`src/rtl/vga_ctrl_pkg.sv`:
```
// Shared constants for the VGA pattern controller: scroll FSM encoding and size defaults.
// Pure declarations, no logic, no latency, no flow control.
package vga_ctrl_pkg;

   localparam int H_LIMIT_DEF = 639;
   localparam int SPEED_W_DEF = 3;

   typedef enum logic [1:0] {
      ST_IDLE  = 2'd0,
      ST_RUN   = 2'd1,
      ST_PAUSE = 2'd2,
      ST_BAD   = 2'd3
   } state_t;

endpackage

```
`src/rtl/sync2.sv`:
```
// Two-flop synchronizer for W independent asynchronous level pins.
// Latency 2 clk cycles; no backpressure, samples every cycle.
module sync2 #(
   parameter int W = 1
) (
   input  logic         clk,
   input  logic         reset,
   input  logic [W-1:0] d,
   output logic [W-1:0] q
);

   logic [W-1:0] meta;

   always_ff @(posedge clk or posedge reset) begin
      if (reset) begin
         meta <= '0;
         q    <= '0;
      end else begin
         meta <= d;
         q    <= meta;
      end
   end

endmodule

```
`src/rtl/scroll_sequencer.sv`:
```
// Per-frame horizontal scroll sequencer (wrap/bounce, run/pause/single-step) for the pattern datapath.
// Outputs update one clk after frame_tick, i.e. once per frame; no backpressure, pins sampled via sync2.
module scroll_sequencer
   import vga_ctrl_pkg::*;
#(
   parameter int H_LIMIT = H_LIMIT_DEF,
   parameter int SPEED_W = SPEED_W_DEF
) (
   input  logic               clk,
   input  logic               reset,
   input  logic               vsync,
   input  logic               run,
   input  logic               pause,
   input  logic               step,
   input  logic               bounce,
   input  logic               dir,
   input  logic [SPEED_W-1:0] speed,
   output logic [9:0]         scroll_x,
   output logic               frame_tick,
   output logic [7:0]         frame_cnt,
   output logic [1:0]         state,
   output logic               dir_out
);

   localparam int          SW   = SPEED_W + 5;
   localparam logic [10:0] LIM  = 11'(H_LIMIT);
   localparam logic [10:0] LIM1 = 11'(H_LIMIT + 1);

   logic [SW-1:0]      pins_s;
   logic               run_s, pause_s, step_s, bounce_s, dir_s;
   logic [SPEED_W-1:0] speed_s;
   logic               vsync_q, step_q, step_pending, idir;
   state_t             state_q, state_nxt;
   logic [10:0]        sum_up, sum_dn;
   logic [9:0]         x_nxt;
   logic               idir_nxt, dout_nxt, moving;

   sync2 #(.W(SW)) u_sync (
      .clk   (clk),
      .reset (reset),
      .d     ({run, pause, step, bounce, dir, speed}),
      .q     (pins_s)
   );

   assign {run_s, pause_s, step_s, bounce_s, dir_s, speed_s} = pins_s;
   assign state = state_q;

   // History flop resets high so a vsync already high at release is not an edge.
   always_ff @(posedge clk or posedge reset) begin
      if (reset) begin
         vsync_q    <= 1'b1;
         frame_tick <= 1'b0;
         frame_cnt  <= 8'd0;
      end else begin
         vsync_q    <= vsync;
         frame_tick <= vsync & ~vsync_q;
         if (frame_tick)
            frame_cnt <= frame_cnt + 8'd1;
      end
   end

   always_ff @(posedge clk or posedge reset) begin
      if (reset)
         state_q <= ST_IDLE;
      else
         state_q <= state_nxt;
   end

   always_comb begin
      state_nxt = state_q;
      if (state_q == ST_BAD)
         state_nxt = ST_IDLE;
      else if (frame_tick) begin
         if (!run_s)
            state_nxt = ST_IDLE;
         else begin
            case (state_q)
               ST_IDLE:  state_nxt = ST_RUN;
               ST_RUN:   if (pause_s)  state_nxt = ST_PAUSE;
               ST_PAUSE: if (!pause_s) state_nxt = ST_RUN;
               default:  state_nxt = ST_IDLE;
            endcase
         end
      end
   end

   assign moving = frame_tick && (speed_s != '0) &&
                   (state_q == ST_RUN || (state_q == ST_PAUSE && step_pending));

   // Position update, selected by the state held before this tick's transition.
   always_comb begin
      sum_up   = {1'b0, scroll_x} + 11'(speed_s);
      sum_dn   = {1'b0, scroll_x} - 11'(speed_s);
      x_nxt    = scroll_x;
      idir_nxt = idir;
      dout_nxt = dir_out;
      if (frame_tick && state_q == ST_IDLE) begin
         x_nxt    = '0;
         idir_nxt = 1'b0;
         dout_nxt = 1'b0;
      end else if (moving) begin
         if (!bounce_s) begin
            idir_nxt = dir_s;
            dout_nxt = dir_s;
            if (!dir_s)
               x_nxt = (sum_up > LIM) ? 10'(sum_up - LIM1) : 10'(sum_up);
            else if ({1'b0, scroll_x} < 11'(speed_s))
               x_nxt = 10'(sum_dn + LIM1);
            else
               x_nxt = 10'(sum_dn);
         end else begin
            if (!idir) begin
               if (sum_up >= LIM) begin
                  x_nxt    = 10'(H_LIMIT);
                  idir_nxt = 1'b1;
               end else
                  x_nxt = 10'(sum_up);
            end else begin
               if ({1'b0, scroll_x} <= 11'(speed_s)) begin
                  x_nxt    = '0;
                  idir_nxt = 1'b0;
               end else
                  x_nxt = 10'(sum_dn);
            end
            dout_nxt = idir_nxt;
         end
      end
   end

   always_ff @(posedge clk or posedge reset) begin
      if (reset) begin
         scroll_x <= '0;
         idir     <= 1'b0;
         dir_out  <= 1'b0;
      end else begin
         scroll_x <= x_nxt;
         idir     <= idir_nxt;
         dir_out  <= dout_nxt;
      end
   end

   // A pause tick always consumes the request; several edges in one frame merge into one step.
   always_ff @(posedge clk or posedge reset) begin
      if (reset) begin
         step_q       <= 1'b0;
         step_pending <= 1'b0;
      end else begin
         step_q <= step_s;
         if ((frame_tick && state_q == ST_PAUSE) || state_nxt == ST_IDLE)
            step_pending <= 1'b0;
         else if (step_s && !step_q && state_q == ST_PAUSE)
            step_pending <= 1'b1;
      end
   end

endmodule
```
`config.mk`:
```
export PLATFORM = sky130hd
export DESIGN_NAME = scroll_sequencer
export DESIGN_NICKNAME = d
export VERILOG_FILES = /design/src/rtl/vga_ctrl_pkg.sv /design/src/rtl/sync2.sv /design/src/rtl/scroll_sequencer.sv
export SDC_FILE = /design/constraint.sdc
export NUM_CORES = 1
export LEC_CHECK = 0
export BUFFER_PORTS_ARGS = -buffer_cell sky130_fd_sc_hd__buf_2
export CORE_MARGIN = 2
export CORE_UTILIZATION = 50
export DETAILED_ROUTE_END_ITERATION = 10
export GPL_TIMING_DRIVEN = 1
export MAX_ROUTING_LAYER = met4
export PLACE_DENSITY = 0.73
export RECOVER_POWER = 25
export SYNTH_ARGS = -nofsm -noshare
export SYNTH_HDL_FRONTEND = slang
export SYNTH_HIERARCHICAL = 1
export SYNTH_SLANG_ARGS = --single-unit
```
`constraint.sdc`:
```
create_clock -name clk -period 3.17 [get_ports clk]
set_input_delay 0.317 -clock clk [delete_from_list [all_inputs] [get_ports clk]]
set_output_delay 0.317 -clock clk [all_outputs]
set_load 0.005 [all_outputs]
```
After elaboration in Yosys (flattened, before gate mapping)
Index checks and enable logic that the tools add are counted.

Logic and storage cells: 62. Input bits: 11. Output and inout bits: 22. Register bits after elaboration: 41.

Muxes and demuxes: 23. Magnitude comparators: 4. Add/subtract/negate cells: 5. Bitwise operators: 2. Reduce and logical (&&, ||, !) cells: 15. Eq/ne operators: 3.

Operators with widths (count): 10-bit 2-to-1 mux (9); 10-bit by 3-bit adder with 11-bit output (1); 11-bit by 10-bit greater-or-equal comparator with 1-bit output (second input constant) (1); 11-bit by 10-bit > comparator with 1-bit output (second input constant) (1); 10-bit adder (second input constant) (1); 10-bit by 3-bit less-or-equal comparator with 1-bit output (1); 10-bit by 3-bit < comparator with 1-bit output (1); 2-bit 2-to-1 mux (5); 10-bit subtractor (second input constant) (1); 10-bit by 3-bit subtractor with 10-bit output (1); 8-bit by 1-bit adder with 8-bit output (second input constant) (1); 1-bit 2-to-1 mux (8); 1-bit logical AND (7); 2-bit one-hot mux with 3 select lines (1); 2-bit equality test (second input constant) (2); 2-bit logical NOT (2); 2-bit nonzero test (2); 3-bit nonzero test (1); 2-bit by 1-bit equality test with 1-bit output (second input constant) (1); 1-bit logical OR (2); 1-bit bitwise AND (1); 1-bit logical NOT (1); 1-bit inverter (1).

Longest topological paths before layout
Gate-level depths: netlist (run 1).

Word-level depth: 8. Mapped depth: 15. Gate-level depth less buffers: 14.

Modules after synthesis
The synthesis (run 1) kept the hierarchy.

By module, submodules not included: scroll_sequencer (cells each 252, instances 1, seq. area each 626.9 um^2, area an instance 2144.6 um^2); sync2 (cells each 17, instances 1, seq. area each 400.4 um^2, area an instance 404.1 um^2).

Worst setup path after synthesis (run 1)
OpenSTA, ideal clock, no wires.

Kind: register to register. From: register scroll_x[0]. To: register scroll_x[9]. Required time: 3.083 ns. Buffers on the path: 1. Cell stages (with the launch flop): 16. Setup slack: 0.076 ns. Clock period less this slack: 3.094 ns. Data arrival time: 3.008 ns. Library setup time: 0.087 ns. Cell sequence: dfrtp_1 -> inv_1 -> ha_1 -> inv_1 -> fa_1 -> a21o_2 -> or2_2 -> clkbuf_1 -> o31ai_1 -> nand2b_1 -> ha_1 -> nor2_1 -> o21ai_0 -> o2bb2ai_1 -> a211o_1 -> o211ai_1.

Cells in the longest elaborated chain, start to end: 7. Elaborated cells on any way between the ends: 17. Classes of those cells: add/sub (4); order compare (4); mux (9).

RTL lines: start: declaration (RTL line scroll_sequencer.sv:18) `output logic [9:0] scroll_x,`; start signal: assignment (RTL line scroll_sequencer.sv:136) `scroll_x <= x_nxt;`; 10-bit by 3-bit adder with 11-bit output or 10-bit by 3-bit subtractor with 10-bit output (tied branches) (RTL line scroll_sequencer.sv:92, scroll_sequencer.sv:93); 10-bit subtractor, or another cell as far along (RTL line scroll_sequencer.sv:106) `x_nxt = (sum_up > LIM) ? 10'(sum_up - LIM1) : 10'(sum_up);`; 10-bit 2-to-1 mux (on tied branches) (RTL line scroll_sequencer.sv:106, scroll_sequencer.sv:107, scroll_sequencer.sv:113); 10-bit 2-to-1 mux (on tied branches) (RTL line scroll_sequencer.sv:105, scroll_sequencer.sv:112); 10-bit 2-to-1 mux (*) (RTL line scroll_sequencer.sv:102) `if (!bounce_s) begin`; 10-bit 2-to-1 mux (*) (RTL line scroll_sequencer.sv:101) `end else if (moving) begin`; 10-bit 2-to-1 mux (*) (RTL line scroll_sequencer.sv:97) `if (frame_tick && state_q == ST_IDLE) begin`.

Every way passes the cells marked *; elsewhere a longest branch is shown, timed or not. The select of a mux whose other input is x is not followed. A chain may end at the register's enable or synchronous reset.

Final worst setup path (run 1)
Ends and elaborated chain as after synthesis.

==> results list, run 1 <==
- Combinational logic is responsible for 40.7% of the overall power.
- During synthesis, Yosys emitted a total of 6 warnings.
- Top cells by area, synth: dfrtp_1 (39%), ha_1 (4.4%), xnor2_1 (3.8%)
* Total via count after detailed routing: 2152
* Post-route clock period utilization: 94.2%
- The die is 75.4 µm tall.
* Wire length on met2: 2700 µm
* Total met3 wirelength after detailed routing: 307 µm
- Critical Path End Type: flip-flop
* Setup_tns: 0 ns
- Sum of net half-perimeters after detailed placement: 4130 µm
- TritonCTS Buffers: 5
* Sequential element share of the synthesized area: 40.3%
* Number of nets in the layout: 326
* Count of final max-slew check failures: 0
* Number of input and output port buffers inserted: 32
- Across the run, the number of max-cap violations was 0.
* Weighted congestion at the end of routability-driven global placement: 0.946
- Across the VDD grid, the largest voltage drop is 0.354 mV.
- The smallest clock period supported by the final layout is computed as 2.99 ns.
- The first global-routing pass estimated 8960 µm of wire.
* Cell taking the most area after synthesis: dfrtp_1
- For this block, wires on met1 add up to 2490 µm.
- In this run the post-CTS setup repair buffer count came out at 0.
- The clock reaches the later pin of the worst-skew pair after 0.29 ns.
* Data required time at the worst endpoint: 3.38 ns
- Count of state elements after synthesis: 41
- Critical path's top delay family: compound AO/OA/AOI/OAI gates
- When the netlist entered floorplanning its net count stood at 291.
- The die covers 5680 µm².
- Slowest cell on crit path: dfrtp_1
* Static Leakage: 1.32 nW
- Global routing used 21.3% of the available tracks across all layers.
* Buffers and inverters on the worst path: 2
* Worst setup path category: reg2reg
* WL/cell: 14.9 µm
- Cell count after synthesis: 269
- Relative slew margins: 34.6%
* Top cell type's share of synthesized area: 39.3%
* Area growth syn-to-layout: 16.3%
- After layout, the design draws a total of 1.98 mW.
- The most critical setup path has its startpoint at scroll_x[0]$_DFFE_PP0P_.
- For the pin with the worst max-slew slack, the measured transition is 0.980 ns.
- Net switching is 37.3% of the power.
* Global route total overflow: 0
* Crit path arrival time: 3.20 ns
- Clock tree synthesis found a total of 41 sinks.
- In the routed layout, each cell is associated on average with a via count of 5.78.
* Critical Path Start Type: flip-flop
* Part of the power in registers: 37.4%
* Area of the core region: 4820 µm²
- The via count of the first global-routing pass was 1937.
- Critical Path End: scroll_x[9]$_DFFE_PP0P_
- 0 antenna diodes ended up in the layout.
- Flop-to-flop setup slack: 0.18 ns
- TritonCTS clock tree: built
- The clock arrives with 0.00963 ns of skew.
- Highest clock frequency the design can meet: 335 MHz
- Number of remaining DRC errors: 0
* Initial core utilization: 52.9%
- The floorplan has 25 rows.
- Start of the worst register-to-register path: scroll_x[0]$_DFFE_PP0P_
- Path type of the worst min-delay path: in2async
- The internal portion of the total power is 1.24 mW.
- The clock tree synthesis step divided the H-tree into 2 levels.
- Top routing layer in use: met4
- Of the cells placed in the final design, the portion with a size suffix greater than 1 is 23.9%.
* Die span in x: 75.4 µm
- Reg2reg end: scroll_x[9]$_DFFE_PP0P_
- The run finished with clean final reports.
* Critical path depth in cells: 14
- Initial antenna violation count: 0
- NetSw: 739 µW
* R2r worst-path depth: 14
- The worst path meets setup with 0.183 ns of slack.
* Pre-CTS worst setup slack: 0.0786 ns
- Pin placement for this block handled 33 I/O pins.
- For this run, the share of the core covered by cells in the final layout is 61.5%.
- In this run the clock root is driven by a clkbuf_8.
- The signal on the critical path passes through inv_1 -> ha_1 -> inv_1 -> fa_1 -> a21o_2 -> or2_4 -> o31ai_4 -> nand2b_1 -> ha_1 -> nor2_1 -> o21ai_0 -> o2bb2ai_1 -> a211o_1 -> o211ai_1.
* Max incr delay on CP: 0.41 ns
- Yosys instantiated no cell more often than dfrtp_1.
- Pin count of the biggest net entering global routing: 26
* Mean cell area of the mapped netlist: 9.47 µm²
- Post-synthesis async set-or-reset flop share: 100%
- Power per standard cell area: 668 nW/µm²
* Buffer levels on the longest clock path: 2
- Largest fanout of any net on the critical path: 6
* Clock-pin slew of the registers on the worst-case setup and hold paths: 0.08 ns
- Setup violations remaining at the end of the flow were counted as 0.
- The share of total power dissipated in the clock network is 21.8%.
* Remaining antenna violation count after routing: 0
* Number of DRC markers after the initial detailed-route iteration: 121
- Number of synthesized flops with an enable pin: 0
- Final hold violation count: 0
* Number of hold-repair buffers added at the cts stage: 0
* Synth cell count leaders: dfrtp_1 (40), nand2_1 (24), nor2_1 (18)
* Netlist area before placement: 2550 µm²
- For this run, the leading register cell type out of synthesis is dfrtp_1.
* Number of iterations in the first detailed-routing pass: 4
- Summed over all layers, the routed wires come to 5560 µm.
* Count of distinct cell types in the synthesized netlist: 61
==> power groups by stage <==
stage	sequential, mW	combinational (mW)	clock, mW
2_1_floorplan	0.699	0.591	0
3_5_place_dp	0.746	0.769	0
4_1_cts	0.735	0.776	0.447
5_1_grt	0.759	0.911	0.467
6_report	0.741	0.807	0.433
3_3_place_gp	0.738	0.760	0
==> cell usage in the layout (no fill, tap or decap), drive strengths merged, types with 3 or more instances in the layout <==
cell type,n
a2111oi,3
a21boi,3
a21o,5
a21oi,14
a221o,5
a311oi,4
a31oi,4
buf,43
clkbuf,6
dfrtp,40
ha,9
inv,15
nand2,24
nand2b,5
nand3,10
nand4,3
nor2,18
nor2b,6
nor3,4
nor4,3
o21a,3
o21ai,10
o22ai,3
or2,5
or3,4
xnor2,11
xor2,6
==> final cells by class <==
type	instances	area [µm²]
fillers	427	1850
multi-input cells	198	1430
flip-flops and latches	41	1030
repair buffers	43	243
well taps	67	83.8
clock buffers	6	82.6
inverters	15	56.3
clock inverters	2	37.5
==> cells by family (layout without fill, tap and decap cells) <==
group	Yosys count	in the layout	synth area share, %
AO/OA/AOI/OAI	75	75	22.7
AND/OR/NAND/NOR	92	92	18.7
multiplexers	2	2	1.03
flip-flops	41	41	40.3
buffers and inverters	30	66	5.01
adder cells (fa/ha/maj)	12	12	6.38
XOR/XNOR	17	17	5.84
==> per-stage QoR <==
stage / hold WS, ns / cells / cell area [µm²]
finish: 0.0721 / 372 / 2960
global route: 0.107 / 372 / 2960
CTS: 0.0825 / 372 / 2920
detailed placement: 0.335 / 364 / 2800
global placement: 0.332 / 364 / 2800
floorplan: 0.231 / 269 / 2550
==> layer usage <==
| layer | GRT usage (%) | vias up |
|---|---|---|
| met1 | 29.0 | 1041 |
| met5 | - | - |
| li1 | - | 1041 |
| met2 | 33.7 | 64 |
| met3 | 3.57 | 6 |
| met4 | 4.87 | 0 |
==> sequential cells by signal (all words and copies together), names as in the netlist <==
signal,count
scroll_x,10
frame_cnt,8
u_sync/meta,8
u_sync/q,8
state,2
frame_tick,1
idir,1
step_pending,1
step_q,1
vsync_q,1
==> how the worst min path moves through the flow <==
stage,start,to,slack [ns],depth (start not counted)
finish,reset,u_sync/q[7]$_DFF_PP0_,0.07,2
global route,reset,u_sync/q[5]$_DFF_PP0_,0.11,2
CTS,reset,u_sync/q[7]$_DFF_PP0_,0.08,2
detailed placement,u_sync/meta[2]$_DFF_PP0_,u_sync/q[2]$_DFF_PP0_,0.33,0
global placement,u_sync/meta[3]$_DFF_PP0_,u_sync/q[3]$_DFF_PP0_,0.33,0
floorplan,reset,u_sync/meta[0]$_DFF_PP0_,0.23,1
==> what timing repair did <==
action | CTS | global route
gates resized for setup | 0 | 8
hold endpoints to repair | 0 | 0
endpoints found under the setup margin | 0 | 2
==> worst register-to-register path, delay by kind of cell (launching register included) <==
kind / cells / cell delay [ns]
simple gates: 3 / 0.47
buf+inv: 2 / 0.12
flops: 1 / 0.41
compound gates: 6 / 1.14
fa+ha+maj: 3 / 0.77
Power figures use the tool's default switching activity.
==> inputs of run 2 (changes only) <==
--- a/config.mk
+++ b/config.mk
@@ -6,7 +6,6 @@
 export NUM_CORES = 1
 export LEC_CHECK = 0
 export BUFFER_PORTS_ARGS = -buffer_cell sky130_fd_sc_hd__buf_2
-export CORE_MARGIN = 2
 export CORE_UTILIZATION = 50
 export DETAILED_ROUTE_END_ITERATION = 10
 export GPL_TIMING_DRIVEN = 1
==> run 2 against run 1 <==
Net effect: first-iteration DRC count up 5.0%; largest power group unchanged; critical path type unchanged; clock power down 23%; non-clock buffer count unchanged; highest routed layer unchanged; combinational power up 1%; critical endpoint is now scroll_x[7]$_DFFE_PP0P_; worst hold slack better by 0.0045 ns; cell count unchanged; utilization down 0.75 points.
==> results list, run 2 (same netlist as run 1, synthesis figures left out) <==
* Area of the core region: 4820 µm² (unchanged)
- Switching Fraction: 39.9% (+2.6 points)
* Met1 routing resource usage after global routing: 29.9% (+0.86 points)
- Initial core utilization: 52.9% (unchanged)
- The data required time at the worst endpoint is 3.34 ns (-0.04 ns).
- TritonCTS Buffers: 5 (unchanged)
- The total leakage power is 1.30 nW (-1.1%).
- Share of final-layout standard cells stronger than drive strength 1: 23.9% (unchanged)
* GRT busiest layer: met2
* Path type of the worst min-delay path: in2async
- Final hold violation count: 0 (unchanged)
- Number of iterations in the first detailed-routing pass: 4 (unchanged)
- The count of cells resized by post-cts repair was 0 (unchanged).
- The normalized max-slew margin was 34.4% (-0.16 points).
- Global-route wire length before repair: 9160 µm (+2.3%)
- Post-CTS repair timing setup buffer count: 0 (unchanged)
- The maximum number of pins on one net before global-route repair came to 26 (unchanged).
- The die span in y is 73.4 µm (-2.7%).
- The final wirelength was 5670 µm (+2.0%).
- Clock-pin slew of the registers on the worst-case setup and hold paths: 0.08 ns (about the same)
* NetSw: 756 µW (+2.4%)
- All-layer global routing usage: 23.0% (+1.7 points)
- The largest fanout of any net on the critical path came to 7 (+1).
* Reg2reg end: scroll_x[7]$_DFFE_PP0P_
- Crit path arrival time: 3.17 ns (-0.03 ns)
- The power density over cell area was 647 nW/µm² (-3.2%).
* Count of final max-slew check failures: 0 (unchanged)
- Critical Path End Type: flip-flop
- The overall via count from detail_route is 2134 (-0.84%).
- The die area was 5390 µm² (-5.2%).
* Area growth syn-to-layout: 14.9%
- Unrepaired setup endpoints after global routing: false
- Worst VDD drop: 0.373 mV (+5.3%)
- The clock skew after layout was 0.00783 ns (-0.00180 ns).
* Clk pwr share: 17.7% (-4.1 points)
- Part of the power in registers: 39.1% (+1.7 points)
- Number of hold-repair buffers added at the cts stage: 0 (unchanged)
- The final instance area came to 2930 µm² (-1.2%).
- Filler Cells Inserted: 429 (+0.47%)
* Core Rows: 25 (unchanged)
- Start of the worst register-to-register path: u_sync/q[1]$_DFF_PP0_
* Post-route clock period utilization: 94.7% (+0.50 points)
* Final core occ: 60.8% (-0.75 points)
* Clock root cell: clkbuf_8
- The footprint of the multi-input gates is 1430 µm² (-0.17%).
* Buffer levels on the longest clock path: 2 (unchanged)
- The worst setup path is launched from a flip-flop.
* Flip-flop count of the largest register after layout: 10 (unchanged)
* Tightest hold margin: 0.0765 ns (+0.00446 ns)
* Global route total overflow: 0 (unchanged)
- The minimum clock period after layout came to 3.00 ns (+0.0157 ns).
- The number of diodes added for antenna fixing came to 0 (unchanged).
- Status: complete, no violations
* Clock latency reported for the late side of the worst-skew pair: 0.29 ns (about the same)
- The number of nets in the final layout was 326 (unchanged).
- Sink Count: 41 (unchanged)
- The flop-to-flop setup slack was 0.17 ns (-0.02 ns).
- Sum of net half-perimeters after detailed placement: 4080 µm (-1.2%)
- Number of remaining DRC errors: 0 (unchanged)
- The number of endpoints failing setup at the final stage is 0 (unchanged).
* Combinational fraction of design power: 43.2% (+2.5 points)
* Initial antenna violation count: 0 (unchanged)
* Beginning of the critical path: u_sync/q[1]$_DFF_PP0_
- The routing usage on met3 came to 3.70% (+0.13 points).
- TritonCTS built the clock tree.
* Internal power consumption: 1.14 mW (-8.4%)
- The library cell used most frequently in the layout, excluding fill and tap cells, is dfrtp_1.
- Most frequent cells in the layout: dfrtp_1 (39), buf_2 (32), nand2_1 (24)
- In this run the worst setup path terminates at scroll_x[7]$_DFFE_PP0P_.
* Register cell area after layout: 1030 µm² (unchanged)
* Weighted congestion at the end of routability-driven global placement: 0.904 (-4.4%)
- Count of boundary I/O pins: 33 (unchanged)
- Highest clock frequency the design can meet: 333 MHz (-0.52%)
* Slew at the pin closest to its max-slew limit: 0.982 ns (+0.00247 ns)
* Remaining antenna violation count after routing: 0 (unchanged)
* Met2 track utilization from global routing: 37.1% (+3.4 points)
- The number of vias per cell came to 5.74 (-0.84%).
* Die span in x: 73.4 µm (-2.7%)
* Number of input and output port buffers inserted: 32 (unchanged)
- Number of DRC markers after the initial detailed-route iteration: 127 (+5.0%)
- Vias in the first global route: 1959 (+1.1%)
- Register containing the most flip-flops in the final layout: scroll_x
- The cell count of the worst reg-to-reg path came to 9 (-5).
- The depth of the CTS H-tree is 2 (unchanged).
- The number of max-capacitance violations reported is 0 (unchanged).
- The cell area after placement came to 2800 µm² (unchanged).
- The sum of negative setup slack is 0 ns (unchanged).
- The routed wirelength normalized by instance count was 15.2 µm (+2.0%).
- By startpoint and endpoint, the worst setup path is classified as reg2reg.
[run 2: cell count changes in the layout (fill, tap and decap cells not counted)]
cell / delta
fa_1: -1
nor3b_1: +1
nor3b_2: -1
clkinv_2: +2
fa_2: +1
bufinv_16: -1
clkbuf_8: -1
[run 2: how the worst min path moves through the flow]
| stage | depth (start not counted) | end | from |
|---|---|---|---|
| detailed placement | 0 | u_sync/q[2]$_DFF_PP0_ | u_sync/meta[2]$_DFF_PP0_ |
| global placement | 0 | u_sync/q[7]$_DFF_PP0_ | u_sync/meta[7]$_DFF_PP0_ |
| floorplan | 1 | u_sync/meta[0]$_DFF_PP0_ | reset |
| global route | 1 | u_sync/meta[5]$_DFF_PP0_ | step |
| finish | 2 | u_sync/meta[5]$_DFF_PP0_ | reset |
| CTS | 2 | u_sync/q[5]$_DFF_PP0_ | reset |
[run 2: worst max-delay path: stages, from the launching register on]
cell	delay, ns
dfrtp_1	0.43
inv_1	0.16
ha_1	0.28
nand2b_1	0.22
a21o_4	0.25
or4b_4	0.59
mux2_4	0.33
a31o_4	0.25
a221oi_1	0.29
nor4_1	0.08
[run 2: power groups by stage]
stage                     sequential (mW)  combinational, mW  clock (mW)
final                               0.740              0.818       0.335
after global routing                0.757              0.906       0.364
after CTS                           0.731              0.775       0.344
after detailed placement            0.741              0.769           0
after global placement              0.738              0.759           0
after floorplan                     0.699              0.591           0
[run 2: routing by layer]
layer | vias up | wire length [µm] | share of wire (%)
li1 | 1043 | - | -
met1 | 1023 | 2640 | 47
met2 | 63 | 2670 | 47
met4 | 0 | 51 | 0.90
met3 | 5 | 306 | 5.4
met5 | - | 0 | 0
[run 2: through the flow]
stage / setup slack [ns] / instances / power [mW]
finish: 0.168 / 372 / 1.89
global placement: 0.169 / 364 / 1.50
detailed placement: 0.0401 / 364 / 1.51
floorplan: 0.0758 / 269 / 1.29
global route: 0.0117 / 372 / 2.03
CTS: 0.0233 / 372 / 1.85
[run 2: cell type report]
type / instances / share of cell area (%)
Timing Repair Buffer: 43 / 8.29
Multi-Input combinational cell: 198 / 48.8
Tap cell: 67 / 2.86
Inverter: 15 / 1.92
Clock buffer: 5 / 2.35
Clock inverter: 3 / 0.598
Sequential cell: 41 / 35.1
